===== src/rtl/ram2e_pkg.sv =====
// Shared state encodings, the C073 address and default parameter values for the
// second-generation RAM2E DRAM sequencer.
package ram2e_pkg;

  typedef enum logic [3:0] {
    S_IDLE    = 4'd0,
    S_VRAS    = 4'd1,
    S_VCAS    = 4'd2,
    S_VLATCH  = 4'd3,
    S_VCAS2   = 4'd4,
    S_REF     = 4'd5,
    S_RA_HI   = 4'd6,
    S_CPU_RAS = 4'd7,
    S_RA_LO   = 4'd8,
    S_RD_CAS  = 4'd9,
    S_S10     = 4'd10,
    S_WR_CAS  = 4'd11,
    S_S12     = 4'd12,
    S_BANKLD  = 4'd13,
    S_S14     = 4'd14,
    S_HOLD    = 4'd15
  } state_t;

  localparam logic [3:0] C073_ADDR = 4'h3;

  localparam int DEF_BANK_BITS  = 6;
  localparam int DEF_RA_HI_BITS = 4;
  localparam int DEF_REF_PERIOD = 13;

  function automatic logic state_in(input logic [3:0] s, input logic [3:0] lo,
                                    input logic [3:0] hi);
    return (s >= lo) && (s <= hi);
  endfunction

endpackage


===== src/rtl/ram2e_phi_sync.sv =====
// PHI1 rising-edge detector and 16-state sequence counter aligned to each PHI1 rise.
// No sync is produced after reset until PHI1 has been seen low once.
module ram2e_phi_sync
  import ram2e_pkg::*;
(
  input  logic       clk,
  input  logic       rst,
  input  logic       phi1,
  output logic [3:0] state,
  output logic       sync
);

  state_t s_q;
  logic   phi1_q;
  logic   phi0_seen;

  assign sync  = phi1 & ~phi1_q & phi0_seen;
  assign state = s_q;

  // A sync restarts the sequence even mid-cycle; otherwise idle holds and 15 saturates.
  always_ff @(posedge clk or posedge rst) begin
    if (rst) begin
      s_q       <= S_IDLE;
      phi1_q    <= 1'b0;
      phi0_seen <= 1'b0;
    end else begin
      phi1_q <= phi1;
      if (!phi1)
        phi0_seen <= 1'b1;
      if (sync)
        s_q <= S_VRAS;
      else if (s_q == S_IDLE)
        s_q <= S_IDLE;
      else if (s_q == S_HOLD)
        s_q <= S_HOLD;
      else
        s_q <= state_t'(s_q + 4'd1);
    end
  end

endmodule


===== src/rtl/ram2e_seq_gen2.sv =====
// RAM2E gen-2 DRAM sequencer and bank controller (nRAS/nCAS/RA/VDLE, C073 bank register).
// Define RAM2E_BANK_READBACK_EN to enable reading the bank register back through C073.
module ram2e_seq_gen2
  import ram2e_pkg::*;
#(
  parameter int BANK_BITS  = DEF_BANK_BITS,
  parameter int RA_HI_BITS = DEF_RA_HI_BITS,
  parameter int REF_PERIOD = DEF_REF_PERIOD
) (
  input  logic                  C14M,
  input  logic                  RST,
  input  logic                  PHI1,
  input  logic                  nPRAS,
  input  logic                  nWE,
  input  logic                  nWE80,
  input  logic                  nC07X,
  input  logic [3:0]            MA,
  input  logic [7:0]            MDI,
  output logic                  nRAS,
  output logic                  nCAS,
  output logic                  nRWE,
  output logic [RA_HI_BITS-1:0] RA,
  output logic                  VDLE,
  output logic [BANK_BITS-1:0]  BA,
  output logic                  BAOE,
  output logic [7:0]            BAOUT
);

  localparam logic [3:0] REF_LAST = 4'(REF_PERIOD - 1);

  logic [3:0] s;
  logic       sync;
  logic [3:0] ref_cnt;
  logic       ref_due;
  logic       wr_sel;
  logic       c073_hit;
  logic       ras_req;
  logic       cas_low;
  logic       cas_high;
  logic [7:0] ba_ext;
  logic [7:0] ba_hi_full;
  logic       unused_bits;

  ram2e_phi_sync u_phi_sync (
    .clk   (C14M),
    .rst   (RST),
    .phi1  (PHI1),
    .state (s),
    .sync  (sync)
  );

  assign nRWE     = nWE80;
  assign VDLE     = (s == S_VLATCH);
  assign ref_due  = (ref_cnt == 4'd0);
  assign c073_hit = ~nC07X & (MA == C073_ADDR);

  // Upper bank bits go out first on RA, then the low bits during the CPU access.
  assign ba_ext     = 8'(BA);
  assign ba_hi_full = ba_ext >> RA_HI_BITS;

  assign ras_req = sync | (s == S_VRAS) | (s == S_VCAS)
                 | ((s == S_REF) & ref_due)
                 | state_in(s, S_CPU_RAS, S_WR_CAS);

  assign cas_low  = (s == S_VCAS) | (s == S_VCAS2)
                  | ((s == S_RD_CAS) & nWE80)
                  | ((s == S_WR_CAS) & ~nWE80);
  assign cas_high = (s == S_IDLE) | (s == S_VLATCH) | nPRAS;

  always_ff @(posedge C14M or posedge RST) begin
    if (RST) begin
      ref_cnt <= 4'd0;
      BA      <= '0;
      wr_sel  <= 1'b0;
      nRAS    <= 1'b1;
      nCAS    <= 1'b1;
      RA      <= '0;
    end else begin
      if (s == S_VRAS)
        ref_cnt <= (ref_cnt == REF_LAST) ? 4'd0 : ref_cnt + 4'd1;

      if (s == S_CPU_RAS)
        wr_sel <= c073_hit & ~nWE;
      if ((s == S_BANKLD) && wr_sel)
        BA <= MDI[BANK_BITS-1:0];

      nRAS <= ~ras_req;

      if (cas_high)
        nCAS <= 1'b1;
      else if (cas_low)
        nCAS <= 1'b0;

      if (state_in(s, S_RA_HI, S_CPU_RAS))
        RA <= ba_hi_full[RA_HI_BITS-1:0];
      else if (state_in(s, S_RA_LO, S_WR_CAS))
        RA <= ba_ext[RA_HI_BITS-1:0];
      else
        RA <= '0;
    end
  end

`ifdef RAM2E_BANK_READBACK_EN
  logic rd_sel;

  // The read select lives for one PHI1 cycle and is dropped on the next sync.
  always_ff @(posedge C14M or posedge RST) begin
    if (RST)
      rd_sel <= 1'b0;
    else if (sync)
      rd_sel <= 1'b0;
    else if (s == S_CPU_RAS)
      rd_sel <= c073_hit & nWE;
  end

  assign BAOE  = rd_sel & state_in(s, S_RA_LO, S_BANKLD);
  assign BAOUT = ba_ext;
`else
  assign BAOE  = 1'b0;
  assign BAOUT = 8'h00;
`endif

  assign unused_bits = ^{MDI, ba_hi_full};

endmodule

===== config.mk =====
export PLATFORM = sky130hd
export DESIGN_NAME = ram2e_seq_gen2
export DESIGN_NICKNAME = d
export VERILOG_FILES = /design/src/rtl/ram2e_pkg.sv /design/src/rtl/ram2e_phi_sync.sv /design/src/rtl/ram2e_seq_gen2.sv
export SDC_FILE = /design/constraint.sdc
export NUM_CORES = 1
export LEC_CHECK = 0
export ABC_CLOCK_PERIOD_IN_PS = 1400
export BUFFER_PORTS_ARGS = -buffer_cell sky130_fd_sc_hd__buf_2
export CORE_MARGIN = 2
export CORE_UTILIZATION = 40
export CTS_BUF_LIST = sky130_fd_sc_hd__clkbuf_8
export CTS_CLUSTER_DIAMETER = 30
export DETAILED_ROUTE_END_ITERATION = 7
export PLACE_DENSITY_LB_ADDON = 0.3
export SLEW_MARGIN = 25
export SYNTH_ARGS = -nofsm -noshare
export SYNTH_HDL_FRONTEND = slang
export SYNTH_HIERARCHICAL = 1
export SYNTH_SLANG_ARGS = --single-unit
export TNS_END_PERCENT = 1

===== constraint.sdc =====
create_clock -name C14M -period 1.4 [get_ports C14M]
set_input_delay 0.28 -clock C14M [delete_from_list [all_inputs] [get_ports C14M]]
set_output_delay 0.28 -clock C14M [all_outputs]
set_load 0.005 [all_outputs]

==> Yosys cells after proc, flatten, opt, wreduce, memory -nomap -nowiden <==
Index checks and enable logic that the tools add are counted.
{ "word_totals": {"word_cells": 64, "in_bits": 19, "out_inout_bits": 23, "register_bits": 23} }
{ "op_classes": {"mux": 8, "eq_ne": 12, "magnitude_cmp": 5, "n_reduce_logical": 7, "n_addsub": 2, "bitwise": 21} }
{ "ops": {"columns": ["operator", "count"], "rows": [
  ["$mux W4", 6],
  ["$eq A4 B4 Y1 const B", 5],
  ["$eq A4 B2 Y1 const B", 3],
  ["$eq A4 B3 Y1 const B", 3],
  ["$or A1 B1 Y1", 9],
  ["$add A4 B1 Y4 const B", 2],
  ["$ge A4 B3 Y1 const B", 2],
  ["$logic_not A4 Y1", 2],
  ["$and A1 B1 Y1", 7],
  ["$not A1 Y1", 5],
  ["$eq A4 B1 Y1 const B", 1],
  ["$ge A4 B4 Y1 const B", 1],
  ["$le A4 B3 Y1 const B", 1],
  ["$le A4 B4 Y1 const B", 1],
  ["$logic_and A1 B1 Y1", 4],
  ["$mux W1", 2],
  ["$reduce_bool A2 Y1", 1]
]} }

==> Depth between registers and ports, before layout <==
{ "logic_depth": {"ltp_word": 8, "mapped_depth": 5, "depth_no_buf": 5} }

==> Cells and area by module <==
Netlist, hierarchy kept.
{ "by_module_without_submodules": {"columns": ["mod", "seq_area_each_um2", "area_each_um2", "instances", "cells_per_inst"], "rows": [
  ["ram2e_seq_gen2", 427.9, 943.4, 1, 90],
  ["ram2e_phi_sync", 150.1, 307.8, 1, 29]
]} }

==> Least setup slack after synthesis <==
Ideal clock, no wire load.
{ "synth_timing": {"path_kind": "register -> register", "from": "register u_phi_sync.s_q[2] (netlist: u_phi_sync/state[2])", "to": "register ref_cnt[3]", "path_stages_with_launch": 5, "arrival_time_ns": 1.402, "n_path_buf": 1, "path_slack_ns": -0.130, "required_time_ns": 1.272, "period_less_slack_ns": 1.530, "setup_time_ns": 0.128, "cell_sequence": "dfrtp_1 buf_6 or4b_4 o31ai_2 o21ai_1"} }
{ "synth_via": {"elab_chain_cells": 1} }
{ "synth_lines": {"columns": ["element", "line_no", "source"], "rows": [
  ["start, declared", "ram2e_phi_sync.sv:13", "state_t s_q;"],
  ["start signal, assigned", "ram2e_phi_sync.sv:37", "s_q <= state_t'(s_q + 4'd1);"],
  ["$eq A4 B1 Y1", "ram2e_seq_gen2.sv:79", "if (s == S_VRAS)"],
  ["end signal, assigned", "ram2e_seq_gen2.sv:80", "ref_cnt <= (ref_cnt == REF_LAST) ? 4'd0 : ref_cnt + 4'd1;"],
  ["end, declared", "ram2e_seq_gen2.sv:33", "logic [3:0] ref_cnt;"]
]} }
No other way between the ends.
A chain may end at the register's enable or synchronous reset.

==> Worst setup path after layout <==
{ "layout_timing": {"from": "register u_phi_sync.s_q[3] (netlist: u_phi_sync/state[3])", "to": "output port VDLE"} }
{ "layout_via": {"elab_chain_cells": 1} }
{ "layout_lines": {"columns": ["element", "line_no", "source"], "rows": [
  ["$eq A4 B2 Y1", "ram2e_seq_gen2.sv:53", "assign VDLE = (s == S_VLATCH);"],
  ["end, declared", "ram2e_seq_gen2.sv:23", "output logic VDLE,"]
]} }
No other way between the ends.

==> reports/qor.csv <==
metric,value,unit
status,"complete, but fails checks",
violations,setup timing,
synthArstFlopShare,100,%
p_sw_share,34.8,%
grt.overflow.total,0,
cp_max_fo,6,
synth.most_common_cell,dfrtp_1,
avgSynthCellArea,10.5,µm²
required,1.12,ns
synth_cells,119,
start_util,41.7,%
fin_util,51.3,%
synth_top_area_share,42.0,%
instances_no_fill,192,
grt_usage,13.8,%
critPathKind,flip-flop to output port,
final_area,0.00154,mm²
p_switching,0.791,mW
grt_max_degree,18,
dr.pass1.iters,4,
dp_hpwl,1.79,mm
internal_power,1.48,mW
synth-edff-count,0,
period_minus_slack,1.46,ns
yosysTopAreaCell,dfrtp_1,
maxSlewViolCount,0,
port_buffers,30,
detail_route.wl_per_cell,11.6,µm
vias,962,
die-area,0.00359,mm²
path_clk_slew,0.07,ns
ys_warn_count,6,
hold_viol,0,
p_leak,0.739,nW
place_congestion,0.734,
p_comb_share,41.4,%
fin_ws,-0.0553,ns
dpl.cell_count,187,
synth.ff_latch_count,23,
avgViaCountPerCell,5.01,
endpoint_kind,output port,
grt_pass1_wl,3.80,mm
grt_util_met2,24.2,%
power,2.27,mW
fp.dieW,59.9,µm
h-tree-depth,1,
rsz0062_at_grt,yes,
powerDensity,1470,mW/mm²
busiest_layer,met2,
ys.flop_type,dfrtp_1,
clock-sinks,23,
final_nets,183,
whs_path_depth,1,
yosys-top-cells-area,"dfrtp_1 42%, buf_4 6.0%, mux2_2 5.4%",
power_frac_clock,17.3,%
maxCapViolations,0,
critPathLaunchType,flip-flop,
use_met1,17.7,%
ios,42,
grt_pass1_vias,921,
antenna_found_initial,0,
synth_seq_area_share,46.2,%
fin_crit_sh,104,%
irDropWorstVdd,0.687,mV
finalWirelength,2.23,mm
clock-root-buffer,clkbuf_8,
synth.distinct_cells,37,
drcViolationCount,0,
setup_viol,2,
finalClockSkew,0.00109,ns
diodes,0,
syn_area,0.00125,mm²
core_area,0.00300,mm²
clk_latency,0.26,ns
postCtsSetupBuffers,0,
core.rowCount,20,
gr-usage-met3,3.25,%
postRouteAntennaNets,0,
cp.arrival,1.18,ns
worst-r2r-cell-count,3,
cts_made_buffers,3,
die_y,59.9,µm
cts_tree,built,
dp_slack,-0.00291,ns
r2r_slack,-0.04,ns
clk_path_buf_depth,2,
drive_gt1_share,40.9,%
area_growth,23.1,%
drt_iter0_markers,34,
hp-class,input port to flip-flop,
p_seq_share,41.3,%
synth_common_cells,"21 x dfrtp_1, 10 x buf_4, 9 x inv_1",
fmax,687,MHz
place_area,0.00146,mm²
[worst max-delay path: stages (launching register included)]
cell and delay (ns):
dfrtp_2 0.45, nor4bb_4 0.31, buf_2 0.16
[cells by family (layout without fill, tap and decap cells)]
family / after synthesis / after routing / synth area share [%]
and+or+nand+nor: 36 / 36 / 19.1
AOI/OAI and AO/OA: 25 / 25 / 13.5
DFF: 23 / 23 / 46.2
buffers and inverters: 23 / 55 / 10.8
muxes: 6 / 6 / 5.40
adders and majority gates: 4 / 4 / 4.00
other: 1 / 9 / 0.300
xor gates and xnor gates: 1 / 1 / 0.700
[power by group through the flow]
stage | registers [mW] | logic, mW | clock network (mW)
6_report | 0.938 | 0.940 | 0.392
5_1_grt | 0.963 | 1.07 | 0.434
4_1_cts | 0.936 | 0.904 | 0.411
3_5_place_dp | 0.945 | 0.883 | 0
3_3_place_gp | 0.936 | 0.849 | 0
2_1_floorplan | 0.932 | 0.639 | 0
[stage by stage]
step                hold WS (ns)   TNS, ns
floorplan                 0.0709    -0.260
global placement           0.196         0
detailed placement         0.207  -0.00291
CTS                        0.151    -0.115
global route               0.152    -0.796
finish                     0.156   -0.0967
[area by class of cell]
class,count,area [µm²]
fillers,281,1460
multi-input cells,81,597
flip-flops and latches,23,581
repair buffers,42,243
clock buffers,3,41.3
well taps,33,41.3
inverters,9,33.8
clock inverters,1,3.75
[state kept, by name, summed over array words and instances, names as in the netlist]
register and count:
BA 6, RA 4, nCAS 1, nRAS 1, ref_cnt 4, u_phi_sync/phi0_seen 1, u_phi_sync/phi1_q 1, u_phi_sync/state 4
wr_sel 1
[repair_timing]
item | in CTS | in global routing
resized for setup | 3 | 4
endpoints found under the setup margin | 5 | 14
pin swaps | 2 | 0
endpoints found under the hold margin | 6 | 0
hold buffers | 1 | 0
[placed cells by master, fill, tap and decap left out, types with 3 or more instances in the layout]
master and count:
nor2_1 6, inv_1 10, nand3_1 4, mux2_2 6
nand2_1 5, buf_4 11, o21ai_1 3, a31oi_1 3
nand4b_1 3, o21ai_0 5, a21oi_1 7, conb_1 9
clkbuf_8 3, buf_2 30, dfrtp_1 19
[worst paths after layout]
| check | from | endpoint |
|---|---|---|
| max | u_phi_sync/state[3] | VDLE |
| min | PHI1 | u_phi_sync/phi1_q |
| max reg2reg | u_phi_sync/state[2] | ref_cnt[3] |
| min reg2reg | u_phi_sync/phi0_seen | u_phi_sync/phi0_seen |
| max in group asynchronous | RST | nRAS |
| min in group asynchronous | RST | u_phi_sync/phi0_seen |
[layer usage]
| metal | vias up | wire length, µm | part of all wire (%) |
|---|---|---|---|
| met5 | - | 0 | 0 |
| met4 | 0 | 10 | 0.45 |
| met3 | 2 | 77 | 3.4 |
| met2 | 25 | 1190 | 53 |
| met1 | 461 | 958 | 43 |
| li1 | 474 | - | - |
(Power assumes the default switching activity.)
